[src/rtl/seg_scan_driver.sv]
// Multiplexed common-anode 7-segment scanner with a double-buffered frame.
// Digit slots open with a short all-anodes-off window to hide ghosting.
module seg_scan_driver #(
   parameter int NUM_DIGITS  = 4,
   parameter int REFRESH_DIV = 50000,
   parameter int BLANK_CYC   = 500,
   parameter bit HEX_EN      = 1'b1
) (
   input  logic                    clk,
   input  logic                    rst_n,
   input  logic                    en,
   input  logic                    load,
   input  logic [4*NUM_DIGITS-1:0] digits_in,
   input  logic [NUM_DIGITS-1:0]   dp_in,
   input  logic                    blank_lz,
   output logic [6:0]              seg,
   output logic                    dp,
   output logic [NUM_DIGITS-1:0]   an,
   output logic                    frame_done
);

   localparam int PW = $clog2(REFRESH_DIV);
   localparam int IW = (NUM_DIGITS > 1) ? $clog2(NUM_DIGITS) : 1;

   logic [PW-1:0]           presc;
   logic [IW-1:0]           idx;
   logic [4*NUM_DIGITS-1:0] pend_d;
   logic [4*NUM_DIGITS-1:0] act_d;
   logic [NUM_DIGITS-1:0]   pend_dp;
   logic [NUM_DIGITS-1:0]   act_dp;
   logic                    pend_v;

   logic                    tick;
   logic                    bnd;
   logic [NUM_DIGITS-1:0]   lzb;
   logic                    nz;
   logic [3:0]              cur;
   logic [6:0]              seg_nxt;

   function automatic logic [6:0] dec(input logic [3:0] c);
      logic [6:0] r;
      unique case (c)
         4'h0: r = 7'b0000001;
         4'h1: r = 7'b1001111;
         4'h2: r = 7'b0010010;
         4'h3: r = 7'b0000110;
         4'h4: r = 7'b1001100;
         4'h5: r = 7'b0100100;
         4'h6: r = 7'b0100000;
         4'h7: r = 7'b0001111;
         4'h8: r = 7'b0000000;
         4'h9: r = 7'b0000100;
         4'ha: r = HEX_EN ? 7'b0001000 : 7'b1111111;
         4'hb: r = HEX_EN ? 7'b1100000 : 7'b1111111;
         4'hc: r = HEX_EN ? 7'b0110001 : 7'b1111111;
         4'hd: r = HEX_EN ? 7'b1000010 : 7'b1111111;
         4'he: r = HEX_EN ? 7'b0110000 : 7'b1111111;
         4'hf: r = HEX_EN ? 7'b0111000 : 7'b1111111;
      endcase
      return r;
   endfunction

   assign tick = (presc == PW'(REFRESH_DIV - 1));
   assign bnd  = tick && (idx == IW'(NUM_DIGITS - 1));

   // Scan from the top digit down; a digit blanks until a nonzero one is seen.
   always_comb begin
      lzb = '0;
      nz  = 1'b0;
      for (int i = NUM_DIGITS - 1; i >= 0; i--) begin
         nz     = nz | (act_d[4*i +: 4] != 4'd0);
         lzb[i] = blank_lz & ~nz & (i != 0);
      end
   end

   assign cur     = act_d[4*idx +: 4];
   assign seg_nxt = lzb[idx] ? 7'b1111111 : dec(cur);

   always_ff @(posedge clk or negedge rst_n) begin
      if (!rst_n) begin
         presc      <= '0;
         idx        <= '0;
         pend_d     <= '0;
         pend_dp    <= '0;
         pend_v     <= 1'b0;
         act_d      <= '0;
         act_dp     <= '0;
         seg        <= 7'b1111111;
         dp         <= 1'b1;
         an         <= '1;
         frame_done <= 1'b0;
      end else begin
         if (en) begin
            presc      <= tick ? '0 : presc + 1'b1;
            if (tick)
               idx <= (idx == IW'(NUM_DIGITS - 1)) ? '0 : idx + 1'b1;
            frame_done <= bnd;
            an         <= (presc >= PW'(BLANK_CYC))
                          ? ~(NUM_DIGITS'(1) << idx) : '1;
            seg        <= seg_nxt;
            dp         <= ~act_dp[idx];
            if (bnd && pend_v) begin
               act_d  <= pend_d;
               act_dp <= pend_dp;
               pend_v <= 1'b0;
            end
         end else begin
            presc      <= '0;
            idx        <= '0;
            frame_done <= 1'b0;
            an         <= '1;
            seg        <= 7'b1111111;
            dp         <= 1'b1;
            if (pend_v) begin
               act_d  <= pend_d;
               act_dp <= pend_dp;
            end
         end
         // A same-cycle load always leaves fresh data pending.
         if (load) begin
            pend_d  <= digits_in;
            pend_dp <= dp_in;
            pend_v  <= 1'b1;
         end
      end
   end

endmodule

[config.mk]
export PLATFORM = sky130hd
export DESIGN_NAME = seg_scan_driver
export DESIGN_NICKNAME = d
export VERILOG_FILES = /design/src/rtl/seg_scan_driver.sv
export SDC_FILE = /design/constraint.sdc
export NUM_CORES = 1
export LEC_CHECK = 0
export ABC_AREA = 1
export ABC_CLOCK_PERIOD_IN_PS = 2500
export BUFFER_PORTS_ARGS = -buffer_cell sky130_fd_sc_hd__buf_2
export CAP_MARGIN = 20
export CORE_ASPECT_RATIO = 0.8
export CORE_MARGIN = 2
export CORE_UTILIZATION = 40
export CTS_BUF_LIST = sky130_fd_sc_hd__clkbuf_4
export DETAILED_ROUTE_END_ITERATION = 12
export PLACE_DENSITY = 0.58
export SYNTH_ARGS = -nofsm -noshare
export SYNTH_HDL_FRONTEND = slang
export SYNTH_SLANG_ARGS = --single-unit
[constraint.sdc]
create_clock -name clk -period 2.5 [get_ports clk]
set_input_delay 0 -clock clk [delete_from_list [all_inputs] [get_ports clk]]
set_output_delay 0 -clock clk [all_outputs]
set_load 0.01 [all_outputs]
# After elaboration in Yosys (flattened, before gate mapping)
# Memories as Yosys holds them, arrays and structs flattened.
# Cells that the tools add are included.
[op_classes]
add_sub_neg = 2
magnitude_cmp = 2
n_eq_ne = 4
n_shift = 2
n_mux = 24
n_bitwise = 10
n_reduce_logical = 10
[ops]
columns = ["cell", "count"]
rows = [
  ["16-bit 2-to-1 mux", 5],
  ["4-bit 2-to-1 mux", 5],
  ["16-bit by 1-bit adder with 16-bit output, second input constant", 1],
  ["16-bit equality test, second input constant", 1],
  ["16-bit by 9-bit >= comparator with 1-bit output, second input constant", 1],
  ["16-bit by 5-bit indexed part select with 4-bit output", 1],
  ["7-bit 2-to-1 mux", 2],
  ["4-bit nonzero test", 3],
  ["1-bit 2-to-1 mux", 7],
  ["2-bit 2-to-1 mux", 3],
  ["2-bit nonzero test", 3],
  ["1-bit binary-select mux with 2-bit select", 2],
  ["2-bit by 1-bit inequality test with 1-bit output, second input constant", 2],
  ["1-bit NOT", 4],
  ["4-bit NOT", 1],
  ["2-bit AND reduction", 2],
  ["1-bit by 2-bit left shift with 4-bit output, first input constant", 1],
  ["1-bit AND", 3],
  ["2-bit by 3-bit < comparator with 1-bit output, second input constant", 1],
  ["2-bit by 1-bit adder with 2-bit output, second input constant", 1],
  ["2-bit equality test, second input constant", 1],
  ["1-bit logical AND", 2],
  ["1-bit OR", 2],
]
[word_totals]
regBits = 72
mem_bits_ro = 112
wordCells = 66
memories = 1
[mem_list]
columns = ["name", "depth", "word_bits", "rd", "rd_clocked_by_memory_dff", "write_ports", "line_no", "text"]
rows = [
  ["(name not given)", 16, 7, 1, 0, 0, "42", "unique case (c)"],
]

# Longest topological paths before layout
# Gate-level depths: netlist of run 1.
[depth]
depth_word = 9
depth_mapped = 11
depth_no_buf = 10

# Worst setup path before layout of run 1
# Ideal clock, no wire load.
[synth_path]
path_type = "flip-flop to flip-flop"
startpoint = "register idx[0]"
endpoint = "register seg[1]"
setup_ps = 60
t_arrival_ps = 1536
setup_slack_ps = 904
stages_incl_launch_ff = 12
synth_period_minus_slack_ps = 1596
cell_sequence = "dfrtp_1 -> inv_2 -> buf_2 -> nand2_1 -> nand3_1 -> nand2_1 -> inv_1 -> ha_1 -> nand3_1 -> nor2_1 -> nor2_1 -> nand2_1"
[synth_between]
elab_chain_len = 4
elab_cells_between_ends = 6
[synth_rtl]
columns = ["element", "line_no", "text"]
rows = [
  ["start: declaration", "26", "logic [IW-1:0] idx;"],
  ["start signal: assignment", "96", "idx <= (idx == IW'(NUM_DIGITS - 1)) ? '0 : idx + 1'b1;"],
  ["16-bit by 5-bit indexed part select with 4-bit output / 1-bit binary-select mux with 2-bit select (equally long branches)", "76, 77", ""],
  ["memory read 16 x 7 bit / 1-bit 2-to-1 mux (equally long branches)", "--", ""],
  ["7-bit 2-to-1 mux *", "77", "assign seg_nxt = lzb[idx] ? 7'b1111111 : dec(cur);"],
  ["7-bit 2-to-1 mux *", "93", "if (en) begin"],
  ["end signal: assignment", "100", "seg <= seg_nxt;"],
  ["end: declaration", "16", "output logic [6:0] seg,"],
]
# Every way passes the cells marked *; elsewhere a longest branch is shown, timed or not. The select of a mux whose other input is x is not followed.
# A chain may end at the register's enable or synchronous reset.

# Worst setup path in the final report of run 1
[layout_path]
startpoint = "register idx[0]"
endpoint = "register seg[6]"
# The elaborated chain is that of the path after synthesis.

==> metrics.log, run 1 <==
INFO  metric outcome = completed
INFO  metric detailroute.via_count = 3018
INFO  metric cts_sinks = 72
INFO  metric synth_top_family_by_area = simple AND/OR/NAND/NOR gates
INFO  metric grt_overflow = 0
INFO  metric crit_start = idx[0]
INFO  metric worst_slew_margin_rel = 49.98%
INFO  metric cellPowerDensity = 659.1 nW/um^2
INFO  metric cts_buffer_depth = 2
INFO  metric hold_viol = 0
INFO  metric xor_xnor_portion_of_the_synthesized_cell_area = 1.485%
INFO  metric synth_compound_area_share = 2.722%
INFO  metric timing.setup.tns = 0 ns
INFO  metric drt-pass1-iter-count = 4
INFO  metric maxSlewViolCount = 0
INFO  metric worstSkewPairLatency = 0.44 ns
INFO  metric place.gp.congestion = 0.8305
INFO  metric num-fill-cells = 843
INFO  metric critical_path.reg2reg.startpoint = idx[0]
INFO  metric worstRegToRegCells = 10
INFO  metric multiInputGateArea = 1530 um^2
INFO  metric synth-edff-count = 0
INFO  metric worstHoldPathType = primary input to asynchronous set/reset pin
INFO  metric antenna-diode-count = 0
INFO  metric rsz_0062_raised_after_global_routing = false
INFO  metric synth_cell_types = 28
INFO  metric syn_nets = 483
INFO  metric die_x = 109.2 um
INFO  metric cts_repair_resize_count = 0
INFO  metric synth_sequential_area_ratio = 51.33%
INFO  metric layout_common_cells = sky130_fd_sc_hd__nand2_1, sky130_fd_sc_hd__dfrtp_1, sky130_fd_sc_hd__nand3_1
INFO  metric static-leakage-power = 2.170 nW
INFO  metric start_util = 41.54%
INFO  metric arrival = 2.49 ns
INFO  metric first_global_vias = 2891
INFO  metric async_set_or_reset_flop_fraction_in_the_synthesized_netlist = 100.0%
INFO  metric commonest_non_fill_non_tap_cell_in_the_layout = sky130_fd_sc_hd__nand2_1
INFO  metric timing.final.crit_share = 85.04%
INFO  metric crit_end = seg[6]
INFO  metric worst-r2r-setup-slack = 0.37 ns
INFO  metric finish.cell_count_without_fillers = 642
INFO  metric fmaxAchievable = 0.4704 GHz
INFO  metric route.detailed.drc = 0
INFO  metric synth.cell_area = 3540 um^2
INFO  metric cts_htree_levels = 3
INFO  metric ir_worst_vdd = 301.0 uV
INFO  metric fin_nets = 562
INFO  metric floorplan.core_area = 8521 um^2
INFO  metric tritoncts.num_buffers = 9
INFO  metric route.detailed.vias_per_inst = 4.701
INFO  metric area.sequential = 1817 um^2
INFO  metric finalCoreUtilization = 51.63%
INFO  metric io_pins = 38
INFO  metric crit_path_end_kind = register
INFO  metric finalWirelength = 7.992 mm
INFO  metric dp_hpwl = 5.327 mm
INFO  metric grt_antenna_before_repair = 0
INFO  metric cp_data_required_time = 2.86 ns
INFO  metric worst_reg2reg_endpoint = seg[6]
INFO  metric post_cts_hold_buffer_count = 42
INFO  metric routed_wire_length_per_instance = 12.45 um
INFO  metric finalWorstPathRequiredPeriod = 2.126 ns
INFO  metric post_cts_buffers = 0
INFO  metric warnings_from_yosys = 0
INFO  metric maxCapViolations = 0
INFO  metric die_height = 88.14 um
INFO  metric critical_path.max_fanout = 15
INFO  metric timing_worst_slew_pin_value = 0.7486 ns
INFO  metric synth.avg_cell_area = 7.936 um^2
INFO  metric row_count = 30
INFO  metric crit_type = register to register
INFO  metric area.growth.synth_to_final = 24.28%
INFO  metric timing.critical_path.from_type = register
INFO  metric synth-seq-cells = 72
INFO  metric fp.dieArea = 9623 um^2
INFO  metric fin_total_pwr = 2.900 mW
INFO  metric track_usage = 18.75%
INFO  metric cts.clk_slew.worst_paths = 0.14 ns
INFO  metric ys_dominant_reg_cell = sky130_fd_sc_hd__dfrtp_1
INFO  metric synth_adder_area_share = 4.242%
INFO  metric number_of_buffers_added_on_ports = 37
INFO  metric maximum_number_of_pins_on_one_net_before_global_route_repair = 27
INFO  metric simple_gate_share_of_the_synthesized_area = 34.78%
INFO  metric detailedRoute.firstIterationViolations = 151
INFO  metric cts_root_buf = sky130_fd_sc_hd__clkbuf_4
INFO  metric final-setup-viol-count = 0
INFO  metric fin_clk_skew = 0.02418 ns
INFO  metric dp_cells = 584
INFO  metric grt_pass1_wl = 13.89 mm
INFO  metric syn-instance-count = 446
INFO  metric drt_antenna_net_count = 0
INFO  metric post_route_cells_drive_above_1_share = 15.85%
INFO  metric synthMuxAreaShare = 0%
INFO  metric tritoncts = done
## worst max-delay path, stage by stage, from the launching register on
cell and delay (ns):
sky130_fd_sc_hd__dfrtp_1 0.68, sky130_fd_sc_hd__inv_2 0.23, sky130_fd_sc_hd__nand2_1 0.11, sky130_fd_sc_hd__nand3_1 0.07, sky130_fd_sc_hd__nand2_1 0.24, sky130_fd_sc_hd__inv_1 0.12
sky130_fd_sc_hd__ha_1 0.26, sky130_fd_sc_hd__nand3_1 0.10, sky130_fd_sc_hd__nor2_1 0.06, sky130_fd_sc_hd__a21oi_1 0.12, sky130_fd_sc_hd__nand2_1 0.06
## final cells by class
class,instances,share of cell area (%)
clock buffer,9,1.536
timing repair buffer,82,14.28
tap,112,3.185
multi-input combinational,330,34.78
inverter,30,2.560
sequential,72,41.30
clock inverter,7,2.361
## sequential cells by signal, indices dropped and copies added, names as in the netlist
name / count
an: 4
presc: 16
pend_v: 1
dp: 1
act_d: 16
seg: 7
frame_done: 1
pend_dp: 4
pend_d: 16
idx: 2
act_dp: 4
## per-layer routing
metal	global-route usage [%]	wire (um)
met1	26.76	4162
met2	28.12	3383
met3	4.911	356
met4	5.639	89
met5	0	0
## power breakdown
| group | leakage [nW] | switching (mW) | internal (mW) |
|---|---|---|---|
| registers | 0.876 | 0.0880 | 1.32 |
| clock network | 0.0847 | 0.467 | 0.416 |
| logic | 1.21 | 0.370 | 0.242 |
## metrics by stage
stage          hold WS, ns  area [um^2]  worst slack, ns
2_1_floorplan      -0.2956         3540           0.9041
3_3_place_gp       0.02058         3807           0.4606
3_5_place_dp       0.02713         3807           0.4313
4_1_cts            0.05924         4399           0.3984
5_1_grt            0.09151         4399           0.1260
6_report           0.05942         4399           0.3740
## cell families (layout without fill, tap and decap cells)
logic type | count (synthesis) | in the layout
buffers and inverters | 44 | 128
AO/OA/AOI/OAI | 18 | 18
AND/OR/NAND/NOR | 294 | 294
flip-flops | 72 | 72
XOR/XNOR | 6 | 6
adder cells (fa/ha/maj) | 12 | 12
## Yosys cell counts, types with 5 or more instances
cell	instances	area, um^2
sky130_fd_sc_hd__inv_2	7	26.28
sky130_fd_sc_hd__nand3_1	53	265.3
sky130_fd_sc_hd__nand2_1	173	649.4
sky130_fd_sc_hd__dfstp_2	12	315.3
sky130_fd_sc_hd__clkbuf_1	6	22.52
sky130_fd_sc_hd__dfrtp_1	60	1501
sky130_fd_sc_hd__inv_1	23	86.33
sky130_fd_sc_hd__nor2_1	49	183.9
sky130_fd_sc_hd__o21ai_0	8	40.04
sky130_fd_sc_hd__xor2_1	5	43.79
sky130_fd_sc_hd__ha_1	12	150.1
## worst min-delay path by stage
stage	start	endpoint	slack, ns	cells past startpoint
CTS	rst_n	pend_d[10]	0.06	2
global placement	rst_n	presc[1]	0.02	1
global route	rst_n	pend_d[10]	0.09	2
finish	rst_n	pend_d[10]	0.06	2
floorplan	rst_n	act_d[0]	-0.30	0
detailed placement	rst_n	presc[1]	0.03	1
(Power assumes the default switching activity.)
==> run 2, diff against run 1 <==
RECOVER_POWER = 100   (was unset)
SLEW_MARGIN = 15   (was unset)
==> metrics.log, run 2 (synthesized netlist as in run 1, its figures left out) <==
INFO  metric cp_data_required_time = 2.83 ns (was 2.86 ns)
INFO  metric fin_total_pwr = 2.886 mW (was 2.900 mW)
INFO  metric cts_sinks = 72 (unchanged)
INFO  metric hold_path_end = seg[4]
INFO  metric fin_nets = 562 (unchanged)
INFO  metric multiInputGateArea = 1520 um^2 (was 1530 um^2)
INFO  metric floorplan.core_area = 8521 um^2 (unchanged)
INFO  metric fin_hold_ws = 0.1409 ns (was 0.05942 ns)
INFO  metric ir_worst_vdd = 300.8 uV (was 301.0 uV)
INFO  metric finish.cell_count_without_fillers = 642 (unchanged)
INFO  metric maximum_number_of_pins_on_one_net_before_global_route_repair = 27 (unchanged)
INFO  metric fin_clk_skew = 0.02368 ns (was 0.02418 ns)
INFO  metric crit_type = register to register (unchanged)
INFO  metric post_route_cells_drive_above_1_share = 12.83% (was 15.85%)
INFO  metric route.detailed.drc = 0 (unchanged)
INFO  metric cts_root_buf = sky130_fd_sc_hd__clkbuf_4 (unchanged)
INFO  metric timing.critical_path.from_type = register (unchanged)
INFO  metric arrival = 2.46 ns (was 2.49 ns)
INFO  metric die_x = 109.2 um (unchanged)
INFO  metric io_pins = 38 (unchanged)
INFO  metric die_height = 88.14 um (unchanged)
INFO  metric finalWirelength = 7.988 mm (was 7.992 mm)
INFO  metric fmaxAchievable = 0.4688 GHz (was 0.4704 GHz)
INFO  metric dp_hpwl = 5.327 mm (unchanged)
INFO  metric fp.dieArea = 9623 um^2 (unchanged)
INFO  metric cts_buffer_depth = 2 (unchanged)
INFO  metric worst_slew_margin_rel = 12.45% (was 49.98%)
INFO  metric maxCapViolations = 0 (unchanged)
INFO  metric cts_htree_levels = 3 (unchanged)
INFO  metric min_delay_path_depth = 7
INFO  metric track_usage = 18.75% (unchanged)
INFO  metric final-setup-viol-count = 0 (unchanged)
INFO  metric crit_path_end_kind = register (unchanged)
INFO  metric worstHoldPathType = primary input to register (was primary input to asynchronous set/reset pin)
INFO  metric cts.clk_slew.worst_paths = 0.14 ns (about the same)
INFO  metric timing.setup.tns = 0 ns (unchanged)
INFO  metric timing_worst_slew_pin_value = 1.313 ns (was 0.7486 ns)
INFO  metric static-leakage-power = 2.138 nW (was 2.170 nW)
INFO  metric start_util = 41.54% (unchanged)
INFO  metric route.detailed.vias_per_inst = 4.696 (was 4.701)
INFO  metric row_count = 30 (unchanged)
INFO  metric timing.final.crit_share = 85.33% (was 85.04%)
INFO  metric grt_overflow = 0 (unchanged)
INFO  metric commonest_non_fill_non_tap_cell_in_the_layout = sky130_fd_sc_hd__nand2_1 (unchanged)
INFO  metric maxSlewViolCount = 0 (unchanged)
INFO  metric drt_antenna_net_count = 0 (unchanged)
INFO  metric hold_viol = 0 (unchanged)
INFO  metric cts_repair_resize_count = 0 (unchanged)
INFO  metric critical_path.reg2reg.startpoint = presc[1] (was idx[0])
INFO  metric area.growth.synth_to_final = 23.37% (was 24.28%)
INFO  metric grt_antenna_before_repair = 0 (unchanged)
INFO  metric number_of_buffers_added_on_ports = 37 (unchanged)
INFO  metric first_global_vias = 2891 (unchanged)
INFO  metric detailedRoute.firstIterationViolations = 164 (was 151)
INFO  metric worst_reg2reg_endpoint = act_d[5] (was seg[6])
INFO  metric area.sequential = 1817 um^2 (unchanged)
INFO  metric routed_wire_length_per_instance = 12.44 um (was 12.45 um)
INFO  metric dp_cells = 584 (unchanged)
INFO  metric drt-pass1-iter-count = 4 (unchanged)
INFO  metric final.setup.worst_slack = 0.3667 ns (was 0.3740 ns)
INFO  metric layout_common_cells = sky130_fd_sc_hd__nand2_1, sky130_fd_sc_hd__dfrtp_1, sky130_fd_sc_hd__nand3_1 (unchanged)
INFO  metric cellPowerDensity = 660.9 nW/um^2 (was 659.1 nW/um^2)
INFO  metric worstSkewPairLatency = 0.44 ns (about the same)
INFO  metric finalWorstPathRequiredPeriod = 2.133 ns (was 2.126 ns)
INFO  metric reg.largest.list = act_d: 16 flops, pend_d: 16 flops, presc: 16 flops (unchanged)
INFO  metric detailroute.via_count = 3015 (was 3018)
INFO  metric detailedPlace.worstSlack = 0.4313 ns (unchanged)
INFO  metric outcome = completed (unchanged)
INFO  metric worstHoldStart = blank_lz
INFO  metric num-fill-cells = 854 (was 843)
INFO  metric post_cts_buffers = 0 (unchanged)
INFO  metric tritoncts.num_buffers = 9 (unchanged)
INFO  metric antenna-diode-count = 0 (unchanged)
INFO  metric place.gp.congestion = 0.8305 (unchanged)
INFO  metric worstRegToRegCells = 8 (was 10)
INFO  metric grt_pass1_wl = 13.89 mm (unchanged)
INFO  metric rsz_0062_raised_after_global_routing = false (unchanged)
INFO  metric worst-r2r-setup-slack = 0.37 ns (about the same)
INFO  metric critical_path.max_fanout = 20 (was 15)
INFO  metric tritoncts = done (unchanged)
run 2: repair_timing:
action,4_1_cts,5_1_grt
hold buffers,42,0
endpoints found under the setup margin,0,0
endpoints found under the hold margin,51,0
run 2: power breakdown:
group | switching, mW | leakage [nW] | internal, mW | total, mW
combinational | 0.369 | 1.18 | 0.230 | 0.599
clock | 0.465 | 0.0847 | 0.417 | 0.882
sequential | 0.0891 | 0.876 | 1.32 | 1.41
run 2: layer usage:
layer,wire length (um),GRT usage (%),vias to the layer above
li1,-,-,1556
met1,4132,26.76,1391
met2,3400,28.12,61
met3,377,4.911,7
met4,78,5.639,0
met5,0,0,-
run 2: metrics by stage:
step / instance area, um^2 / utilization, %
floorplan: 3540 / -
global placement: 3807 / 44.68
detailed placement: 3807 / 44.68
CTS: 4399 / 51.63
global route: 4367 / 51.25
finish: 4367 / 51.25
run 2: layout make-up:
class	count	share of cell area (%)
well taps	112	3.209
clock buffers	9	1.547
flip-flops and latches	72	41.60
multi-input cells	330	34.81
inverters	30	2.579
repair buffers	82	13.87
clock inverters	7	2.378
run 2: how the worst max path moves through the flow:
| stage | startpoint | to | depth (start not counted) |
|---|---|---|---|
| 2_1_floorplan | idx[0] | seg[1] | 11 |
| 3_3_place_gp | idx[0] | seg[6] | 10 |
| 3_5_place_dp | idx[0] | seg[6] | 10 |
| 4_1_cts | idx[0] | seg[6] | 10 |
| 5_1_grt | presc[0] | act_d[10] | 8 |
| 6_report | presc[1] | act_d[5] | 8 |
run 2: worst max-delay path, stage by stage, from the launching register on:
cell and delay, ns:
sky130_fd_sc_hd__dfrtp_1 0.41, sky130_fd_sc_hd__ha_1 0.20, sky130_fd_sc_hd__nand3_1 0.13, sky130_fd_sc_hd__nor2_1 0.13, sky130_fd_sc_hd__nand2_1 0.13, sky130_fd_sc_hd__nand2_1 0.36, sky130_fd_sc_hd__nand3_2 0.43, sky130_fd_sc_hd__nand2_1 0.17
sky130_fd_sc_hd__nand2_1 0.06
